`src/rtl/piano_voice_allocator_if.sv`:
```
// Key-input and voice-output bundle between the key pins and the tone datapath.
// The allocator takes the slave side; whoever drives the keys takes the master side.
interface piano_voice_allocator_if #(
    parameter int NUM_KEYS   = 8,
    parameter int NUM_VOICES = 2
);
    localparam int KW = $clog2(NUM_KEYS);

    logic                       ena;
    logic                       tick_i;
    logic [NUM_KEYS-1:0]        keys_i;
    logic [NUM_VOICES-1:0]      voice_gate_o;
    logic [NUM_VOICES*KW-1:0]   voice_key_o;
    logic [NUM_VOICES-1:0]      voice_trig_o;
    logic                       busy_o;

    modport master (
        output ena, tick_i, keys_i,
        input  voice_gate_o, voice_key_o, voice_trig_o, busy_o
    );

    modport slave (
        input  ena, tick_i, keys_i,
        output voice_gate_o, voice_key_o, voice_trig_o, busy_o
    );
endinterface

```
`src/rtl/piano_voice_allocator.sv`:
```
// Debounces the piano keys and binds each new press to a voice: lowest free voice first,
// otherwise the least-recently-allocated one is stolen. One key is examined per cycle.
module piano_voice_allocator #(
    parameter int NUM_KEYS   = 8,
    parameter int NUM_VOICES = 2
) (
    input  logic                    clk,
    input  logic                    rst_n,
    piano_voice_allocator_if.slave  bus
);
    localparam int KW = $clog2(NUM_KEYS);
    localparam int RW = (NUM_VOICES > 1) ? $clog2(NUM_VOICES) : 1;

    typedef enum logic {IDLE = 1'b0, SCAN = 1'b1} state_t;

    logic [NUM_KEYS-1:0]    sync1;
    logic [NUM_KEYS-1:0]    ksync;
    logic [NUM_KEYS-1:0]    samp;
    logic [NUM_KEYS-1:0]    stable;
    logic [NUM_KEYS-1:0]    accepted;

    state_t                 state_q;
    state_t                 state_d;
    logic [KW-1:0]          idx;
    logic                   pending;
    logic                   busy;
    logic                   scan_act;
    logic                   last_key;
    logic                   tick_en;

    logic [NUM_VOICES-1:0]  gate;
    logic [NUM_VOICES-1:0]  trig;
    logic [KW-1:0]          vkey [NUM_VOICES];
    logic [RW-1:0]          rank [NUM_VOICES];

    logic                   any_free;
    logic [RW-1:0]          pick;
    logic [RW-1:0]          old_rank;
    logic [NUM_VOICES-1:0]  rel_hit;
    logic                   press;
    logic                   release_ev;

    assign tick_en  = bus.ena & bus.tick_i;
    assign last_key = (idx == KW'(NUM_KEYS - 1));

    // The synchroniser keeps running while disabled so re-enabling never sees stale metastable data.
    always_ff @(posedge clk or negedge rst_n) begin
        if (!rst_n) begin
            sync1 <= '0;
            ksync <= '0;
        end else begin
            sync1 <= bus.keys_i;
            ksync <= sync1;
        end
    end

    always_ff @(posedge clk or negedge rst_n) begin
        if (!rst_n) begin
            samp   <= '0;
            stable <= '0;
        end else if (tick_en) begin
            samp   <= ksync;
            stable <= (~(ksync ^ samp) & ksync) | ((ksync ^ samp) & stable);
        end
    end

    always_ff @(posedge clk or negedge rst_n) begin
        if (!rst_n) begin
            state_q <= IDLE;
        end else begin
            state_q <= state_d;
        end
    end

    // A tick or pending request on the last scan slot chains straight into the next scan.
    always_comb begin
        state_d = state_q;
        if (bus.ena) begin
            case (state_q)
                IDLE:    if (bus.tick_i || pending) state_d = SCAN;
                SCAN:    if (last_key && !(bus.tick_i || pending)) state_d = IDLE;
                default: state_d = IDLE;
            endcase
        end
    end

    always_comb begin
        busy     = (state_q == SCAN);
        scan_act = (state_q == SCAN) && bus.ena;
    end

    always_ff @(posedge clk or negedge rst_n) begin
        if (!rst_n) begin
            idx     <= '0;
            pending <= 1'b0;
        end else if (bus.ena) begin
            if (state_q == IDLE) begin
                idx     <= '0;
                pending <= 1'b0;
            end else begin
                idx <= idx + KW'(1);
                if (last_key) begin
                    pending <= 1'b0;
                end else if (bus.tick_i) begin
                    pending <= 1'b1;
                end
            end
        end
    end

    always_comb begin
        press      = stable[idx] & ~accepted[idx];
        release_ev = ~stable[idx] & accepted[idx];
        any_free   = 1'b0;
        pick       = '0;
        for (int v = NUM_VOICES - 1; v >= 0; v--) begin
            if (!gate[v]) begin
                any_free = 1'b1;
                pick     = RW'(v);
            end
        end
        if (!any_free) begin
            for (int v = 0; v < NUM_VOICES; v++) begin
                if (rank[v] == '0) pick = RW'(v);
            end
        end
        old_rank = rank[pick];
        for (int v = 0; v < NUM_VOICES; v++) begin
            rel_hit[v] = gate[v] && (vkey[v] == idx);
        end
    end

    // Rank NUM_VOICES-1 is the newest allocation; everything younger than the reused voice ages by one.
    always_ff @(posedge clk or negedge rst_n) begin
        if (!rst_n) begin
            accepted <= '0;
            gate     <= '0;
            trig     <= '0;
            for (int v = 0; v < NUM_VOICES; v++) begin
                vkey[v] <= '0;
                rank[v] <= RW'(v);
            end
        end else begin
            trig <= '0;
            if (scan_act) begin
                if (press) begin
                    accepted[idx] <= 1'b1;
                    gate[pick]    <= 1'b1;
                    vkey[pick]    <= idx;
                    trig[pick]    <= 1'b1;
                    for (int v = 0; v < NUM_VOICES; v++) begin
                        if (RW'(v) == pick) begin
                            rank[v] <= RW'(NUM_VOICES - 1);
                        end else if (rank[v] > old_rank) begin
                            rank[v] <= rank[v] - RW'(1);
                        end
                    end
                end else if (release_ev) begin
                    accepted[idx] <= 1'b0;
                    gate          <= gate & ~rel_hit;
                end
            end
        end
    end

    for (genvar v = 0; v < NUM_VOICES; v++) begin : g_key_out
        assign bus.voice_key_o[v*KW +: KW] = vkey[v];
    end

    assign bus.voice_gate_o = gate;
    assign bus.voice_trig_o = trig & {NUM_VOICES{bus.ena}};
    assign bus.busy_o       = busy;
endmodule

```
`src/flat_wrapper.sv`:
```
// flat-port wrapper written by rule: the top's interface ports become plain ports
module piano_voice_allocator_flat 
#(
    parameter int NUM_KEYS   = 8,
    parameter int NUM_VOICES = 2
)
  (clk, rst_n, bus_ena, bus_tick_i, bus_keys_i, bus_voice_gate_o, bus_voice_key_o, bus_voice_trig_o, bus_busy_o);
  piano_voice_allocator_if #(.NUM_KEYS(NUM_KEYS), .NUM_VOICES(NUM_VOICES)) bus_i ();
  input  logic clk;
  input  logic rst_n;
  input wire logic [$bits(bus_i.ena)-1:0] bus_ena;
  input wire logic [$bits(bus_i.tick_i)-1:0] bus_tick_i;
  input wire logic [$bits(bus_i.keys_i)-1:0] bus_keys_i;
  output wire logic [$bits(bus_i.voice_gate_o)-1:0] bus_voice_gate_o;
  output wire logic [$bits(bus_i.voice_key_o)-1:0] bus_voice_key_o;
  output wire logic [$bits(bus_i.voice_trig_o)-1:0] bus_voice_trig_o;
  output wire logic [$bits(bus_i.busy_o)-1:0] bus_busy_o;
  assign bus_i.ena = bus_ena;
  assign bus_i.tick_i = bus_tick_i;
  assign bus_i.keys_i = bus_keys_i;
  assign bus_voice_gate_o = bus_i.voice_gate_o;
  assign bus_voice_key_o = bus_i.voice_key_o;
  assign bus_voice_trig_o = bus_i.voice_trig_o;
  assign bus_busy_o = bus_i.busy_o;
  piano_voice_allocator #(.NUM_KEYS(NUM_KEYS), .NUM_VOICES(NUM_VOICES)) u_core (.clk(clk), .rst_n(rst_n), .bus(bus_i));
endmodule
```
`config.mk`:
```
export PLATFORM = sky130hd
export DESIGN_NAME = piano_voice_allocator_flat
export DESIGN_NICKNAME = d
export VERILOG_FILES = /design/src/rtl/piano_voice_allocator_if.sv /design/src/rtl/piano_voice_allocator.sv /design/src/flat_wrapper.sv
export SDC_FILE = /design/constraint.sdc
export NUM_CORES = 1
export LEC_CHECK = 0
export ABC_CLOCK_PERIOD_IN_PS = 3250
export CORE_MARGIN = 2
export CORE_UTILIZATION = 56
export CTS_CLUSTER_DIAMETER = 30
export DETAILED_ROUTE_END_ITERATION = 10
export PLACE_DENSITY = 0.78
export SLEW_MARGIN = 20
export SYNTH_ARGS = -nofsm -noshare
export SYNTH_HDL_FRONTEND = slang
export SYNTH_SLANG_ARGS = --single-unit
```
`constraint.sdc`:
```
create_clock -name clk -period 3.25 [get_ports clk]
set_input_delay 0.65 -clock clk [delete_from_list [all_inputs] [get_ports clk]]
set_output_delay 0.65 -clock clk [all_outputs]
set_load 0.1 [all_outputs]
```
# == Word level (Yosys, flattened, before mapping) ==
# Index checks and enable logic that the tools add are counted.
# op_classes
muxes,37
n_reduce_logical,16
n_eq_ne,5
magnitude_cmp,8
n_addsub,3
bitwise_logic,19
# ops
cell,n
$and A8 B8 Y8,3
$mux W1,22
$mux W8,2
$not A8 Y8,2
$or A8 B8 Y8,2
$mux W2,4
$xor A8 B8 Y8,1
$logic_and A1 B1 Y1,7
$bmux W1 S3,2
$bwmux W6,1
$eq A3 B3 Y1,2
$mux W3,2
$reduce_and A2 Y1,3
$reduce_and A3 Y1,2
$and A2 B2 Y2,2
$lt A3 B4 Y1 const B,1
$reduce_bool A2 Y1,2
$add A3 B1 Y3 const B,1
$and A1 B1 Y1,3
$demux W1 S3,1
$demux W3 S1,1
$eq A3 B3 Y1 const B,1
$ge A3 B1 Y1 const B,1
$ne A3 B3 Y1 const B,1
other kinds (15),19
# word_totals
out_inout_bits,11
word_cells,102
ff_bits,57
in_bits,12

# == Longest topological paths before layout ==
# Gate-level depths: netlist (run 1).
# depth
depth_word,12
ltp_mapped,9
depth_no_buf,7

# == Least setup slack after synthesis (run 1) ==
# Ideal clock, no wire load.
# synth_timing
path_kind,input -> output
startpoint,in bus_ena
endpoint,out bus_voice_trig_o[0]
cell_stages,3
n_path_buf,2
arrival_time_ns,1.779
path_slack_ns,0.821
cell_sequence,clkbuf_1 > buf_4 > and2_1
# synth_between
elab_chain_cells,1
# synth_rtl
item,line,rtl
"start, declared",flat_wrapper.sv:11,input wire logic [$bits(bus_i.ena)-1:0] bus_ena;
$and A2 B2 Y2,piano_voice_allocator.sv:171,assign bus.voice_trig_o = trig & {NUM_VOICES{bus.ena}};
"end, declared",flat_wrapper.sv:16,output wire logic [$bits(bus_i.voice_trig_o)-1:0] bus_voice_trig_o;
# Every way passes these cells.

# == Worst setup path after layout (run 1) ==
# layout_timing
startpoint,reg u_core.idx[0]
endpoint,reg u_core.vkey (netlist bit u_core.bus.voice_key_o[2])
# layout_between
elab_chain_cells,5
# layout_rtl
item,line,rtl
"start, declared",piano_voice_allocator.sv:24,logic [KW-1:0] idx;
"start signal, assigned",piano_voice_allocator.sv:101,idx <= idx + KW'(1);
$bmux W1 S3,piano_voice_allocator.sv:112,press = stable[idx] & ~accepted[idx];
$mux W1 (implied by the code),piano_voice_allocator.sv:112,
$not A1 Y1,piano_voice_allocator.sv:112,
$and A1 B1 Y1 *,piano_voice_allocator.sv:112,
$reduce_and A2 Y1 (no line) *,--,
"end signal, assigned by index",piano_voice_allocator.sv:149,vkey[pick] <= idx;
"end, declared",piano_voice_allocator.sv:33,logic [KW-1:0] vkey [NUM_VOICES];
# Mark *: on every way between the ends. The rest lies on a longest branch, timed or not. The select of a mux whose other input is x is not followed.
# A chain may end at the register's enable or synchronous reset.

==> results of run 1 <==
logic make-up (layout without fill, tap and decap cells):
kind of cell | count (synthesis) | after routing
adder cells (fa/ha/maj) | 3 | 3
AND/OR/NAND/NOR | 50 | 50
buffers and inverters | 13 | 43
AO/OA/AOI/OAI | 39 | 39
XOR/XNOR | 6 | 6
flip-flops | 57 | 57
multiplexers | 20 | 20
power by group:
group	switching (mW)	internal [mW]	total (mW)
registers	0.192	0.894	1.09
clock network	0.260	0.357	0.617
logic	0.729	0.451	1.18
total	1.18	1.70	2.88
layer usage:
metal / track usage / part of all wire
met5: 0 / 0
met4: 0.1394 / 0.028
met3: 0.05959 / 0.052
met2: 0.3376 / 0.50
met1: 0.2392 / 0.41
cell type report:
class / instances / area (um2) / area share
repair buffers: 24 / 227.7 / 0.08118
clock inverters: 2 / 10.01 / 0.003568
flip-flops and latches: 57 / 1428 / 0.5089
clock buffers: 14 / 182.7 / 0.06512
inverters: 3 / 11.26 / 0.004014
multi-input cells: 118 / 883.3 / 0.3149
well taps: 50 / 62.56 / 0.02230
Yosys cell counts, types with 2 or more instances:
| library cell | number |
|---|---|
| a21o_1 | 8 |
| a21oi_1 | 4 |
| and2_1 | 2 |
| and3_1 | 7 |
| buf_4 | 5 |
| buf_6 | 2 |
| clkbuf_1 | 3 |
| dfrtp_1 | 56 |
| ha_1 | 3 |
| inv_1 | 3 |
| mux2_2 | 10 |
| mux2_4 | 4 |
| mux2i_1 | 4 |
| nand2_1 | 14 |
| nand2b_1 | 2 |
| nand3_1 | 9 |
| nor2_1 | 3 |
| nor3_1 | 3 |
| o21ai_0 | 23 |
| or3b_2 | 2 |
| xnor2_1 | 3 |
| xor2_1 | 3 |
per-stage QoR:
stage	instance area [um2]	power (mW)	hold WS, ns	instances	worst slack (ns)
floorplan	2394	2.017	0.3312	188	0.8215
global placement	2613	2.207	0.3320	252	0.5810
finish	2805	2.883	0.3480	268	0.3369
global route	2805	3.033	0.3513	268	0.2125
detailed placement	2613	2.270	0.3362	252	0.3755
CTS	2805	2.904	0.3497	268	0.3594
placed cells by master (no fill, tap or decap), types with 3 or more instances in the layout:
cell             instances
a21o_1                   8
a21oi_1                  4
and3_1                   7
buf_4                   11
clkbuf_8                13
clkdlybuf4s50_1         10
dfrtp_1                 56
ha_1                     3
inv_1                    3
mux2_2                  10
mux2_4                   4
mux2i_1                  4
nand2_1                 14
nand3_1                  9
nor2_1                   3
nor3_1                   3
o21ai_0                 23
xnor2_1                  3
xor2_1                   3
critical path, delay by kind of cell, from the launching register on:
kind	cells	cell delay [ns]
AND/OR/NAND/NOR	2	0.42
adder cells (fa/ha/maj)	1	0.42
multiplexers	3	1.18
flip-flops	1	0.76
how the worst max path moves through the flow:
stage                           endpoint  cells past startpoint
2_1_floorplan        bus_voice_trig_o[0]                      3
3_3_place_gp   u_core.bus.voice_key_o[1]                      6
3_5_place_dp   u_core.bus.voice_key_o[2]                      6
4_1_cts        u_core.bus.voice_key_o[2]                      6
5_1_grt        u_core.bus.voice_key_o[2]                      6
6_report       u_core.bus.voice_key_o[2]                      6
==> key figures, run 1 <==
Drt
  • Routed vias/inst: 5.847
  • WL final: 4439 um
  • Initial DRC Count: 49
  • DR pass1 iterations: 4
  • Final antenna-violating net count: 0
  • Routed len/inst: 16.56 um
  • Remaining DRCs: 0
  • Vias: 1,567

Timing
  • Slew @ Worst Pin: 0.7641 ns
  • Final setup TNS: 0 ns
  • Max Freq: 0.3433 GHz
  • Fin crit share: 0.8963
  • Max_slew headroom: 0.4906
  • Tmin final: 2.913 ns
  • Max Slew Vio Count: 0
  • Setup violators final: 0
  • Hold violation count in the final report: 0
  • RSZ-0062 raised after global routing: false
  • Final setup skew: 0.004992 ns

Critical path
  • CP Class: reg -> reg
  • Critical R2R Launch: u_core.idx[0]
  • Cells along the critical path: mux4_1, mux2i_1, ha_1, nand3_2, nor2_2, mux2_2
  • Critical Path AT: 3.13 ns
  • Startpoint Class: flip-flop
  • FF-to-FF End: u_core.bus.voice_key_o[2]
  • Critical Path RT: 3.47 ns
  • CP max stage cell: dfrtp_1
  • Crit path max fanout: 15
  • Reg2reg path depth: 6
  • Worst reg2reg setup slack: 0.34 ns
  • CP max stage delay: 0.76 ns
  • Critical path launch point: u_core.idx[0]
  • Critical path capture point type: flip-flop

Final layout
  • Area grow syn2layout: 17.20%
  • # nets final: 228
  • Final core utilization: 0.6913
  • Share of cells above drive strength 1: 0.2431
  • Ant diodes: 0
  • # fillers: 290

Synth
  • Syn Std Cell Area: 0.002394 mm2
  • #FFs+latches synth: 57
  • Synth Area in Adders: 0.01568
  • Simple-gate share of the synthesized area: 0.1234
  • Synth Flop Type: dfrtp_1
  • Ys async rst share: 1.000
  • Area leader, netlist: dfrtp_1
  • Cell count after synthesis: 188
  • Syn nets: 203
  • EDFF count, synth: 0
  • Synth cell types: 37
  • Sequential fraction of the synthesis area: 0.5964
  • Post-synthesis mux area share: 0.1093
  • Synth warn: 0
  • Xor/xnor share of the synthesized area: 0.02196
  • Dominant combinational cell family by area after synthesis: simple AND/OR/NAND/NOR gates
  • Top cells by area, synth: dfrtp_1 59%, o21ai_0 4.8%, mux2_2 4.7%
  • Synth top area share: 0.5855
  • Avg Cell Area, Syn: 12.73 um2
  • Compound-Gate Fraction of Synth Area: 0.09880

Clock network
  • CTS Buffer Depth: 2
  • CTS tree: done
  • # resized after CTS: 0
  • Later-pin clock latency in the skew report: 0.33 ns
  • Num CTS Buffers: 9
  • # clock sinks: 57
  • Htree depth: 3
  • Clock-pin slew on the worst setup and hold paths: 0.06 ns
  • Setup bufs post-CTS: 0
  • Root Buffer: clkbuf_8
  • Cts hold-fix bufs: 0

Hold path
  • Hold path cells: 0
  • Hold Crit Class: reg -> reg
  • Hold_sp: u_core.sync1[1]
  • Hold Path Sink: u_core.ksync[1]

Job
  • Max-Cap Viols: 0

Die
  • Io pins: 23
  • Core area: 0.004058 mm2
  • # rows: 23
  • Die Y: 69.38 um
  • Die width: 69.38 um
  • Starting Density: 0.5899
  • Die area: 0.004813 mm2

Power and ir drop
  • Power Density: 1028 mW/mm2
  • Peak VDD IR: 0.5568 mV
  • Leak: 1.320 nW

Placement
  • Final GP Congestion: 0.7635
  • PortBufs: 22
  • DP HPWL: 2984 um

Global route
  • First-pass GRT wire length: 7562 um
  • Initial antenna violation count: 0
  • Vias in the first global route: 1,609
  • Total global-route track usage: 0.2082
  • Gr ovfl total: 0
  • Largest net degree at the start of global routing: 35

Outcome
  • Status: finished clean
No activity file was read; power rests on OpenSTA's default activity.
==> run 2, diff against run 1 <==
--- a/config.mk
+++ b/config.mk
@@ -5,7 +5,6 @@
 export SDC_FILE = /design/constraint.sdc
 export NUM_CORES = 1
 export LEC_CHECK = 0
-export ABC_CLOCK_PERIOD_IN_PS = 3250
 export CORE_MARGIN = 2
 export CORE_UTILIZATION = 56
 export CTS_CLUSTER_DIAMETER = 30
==> results of run 2 <==
The final DEF is identical to that of run 1; final timing and power are the same.
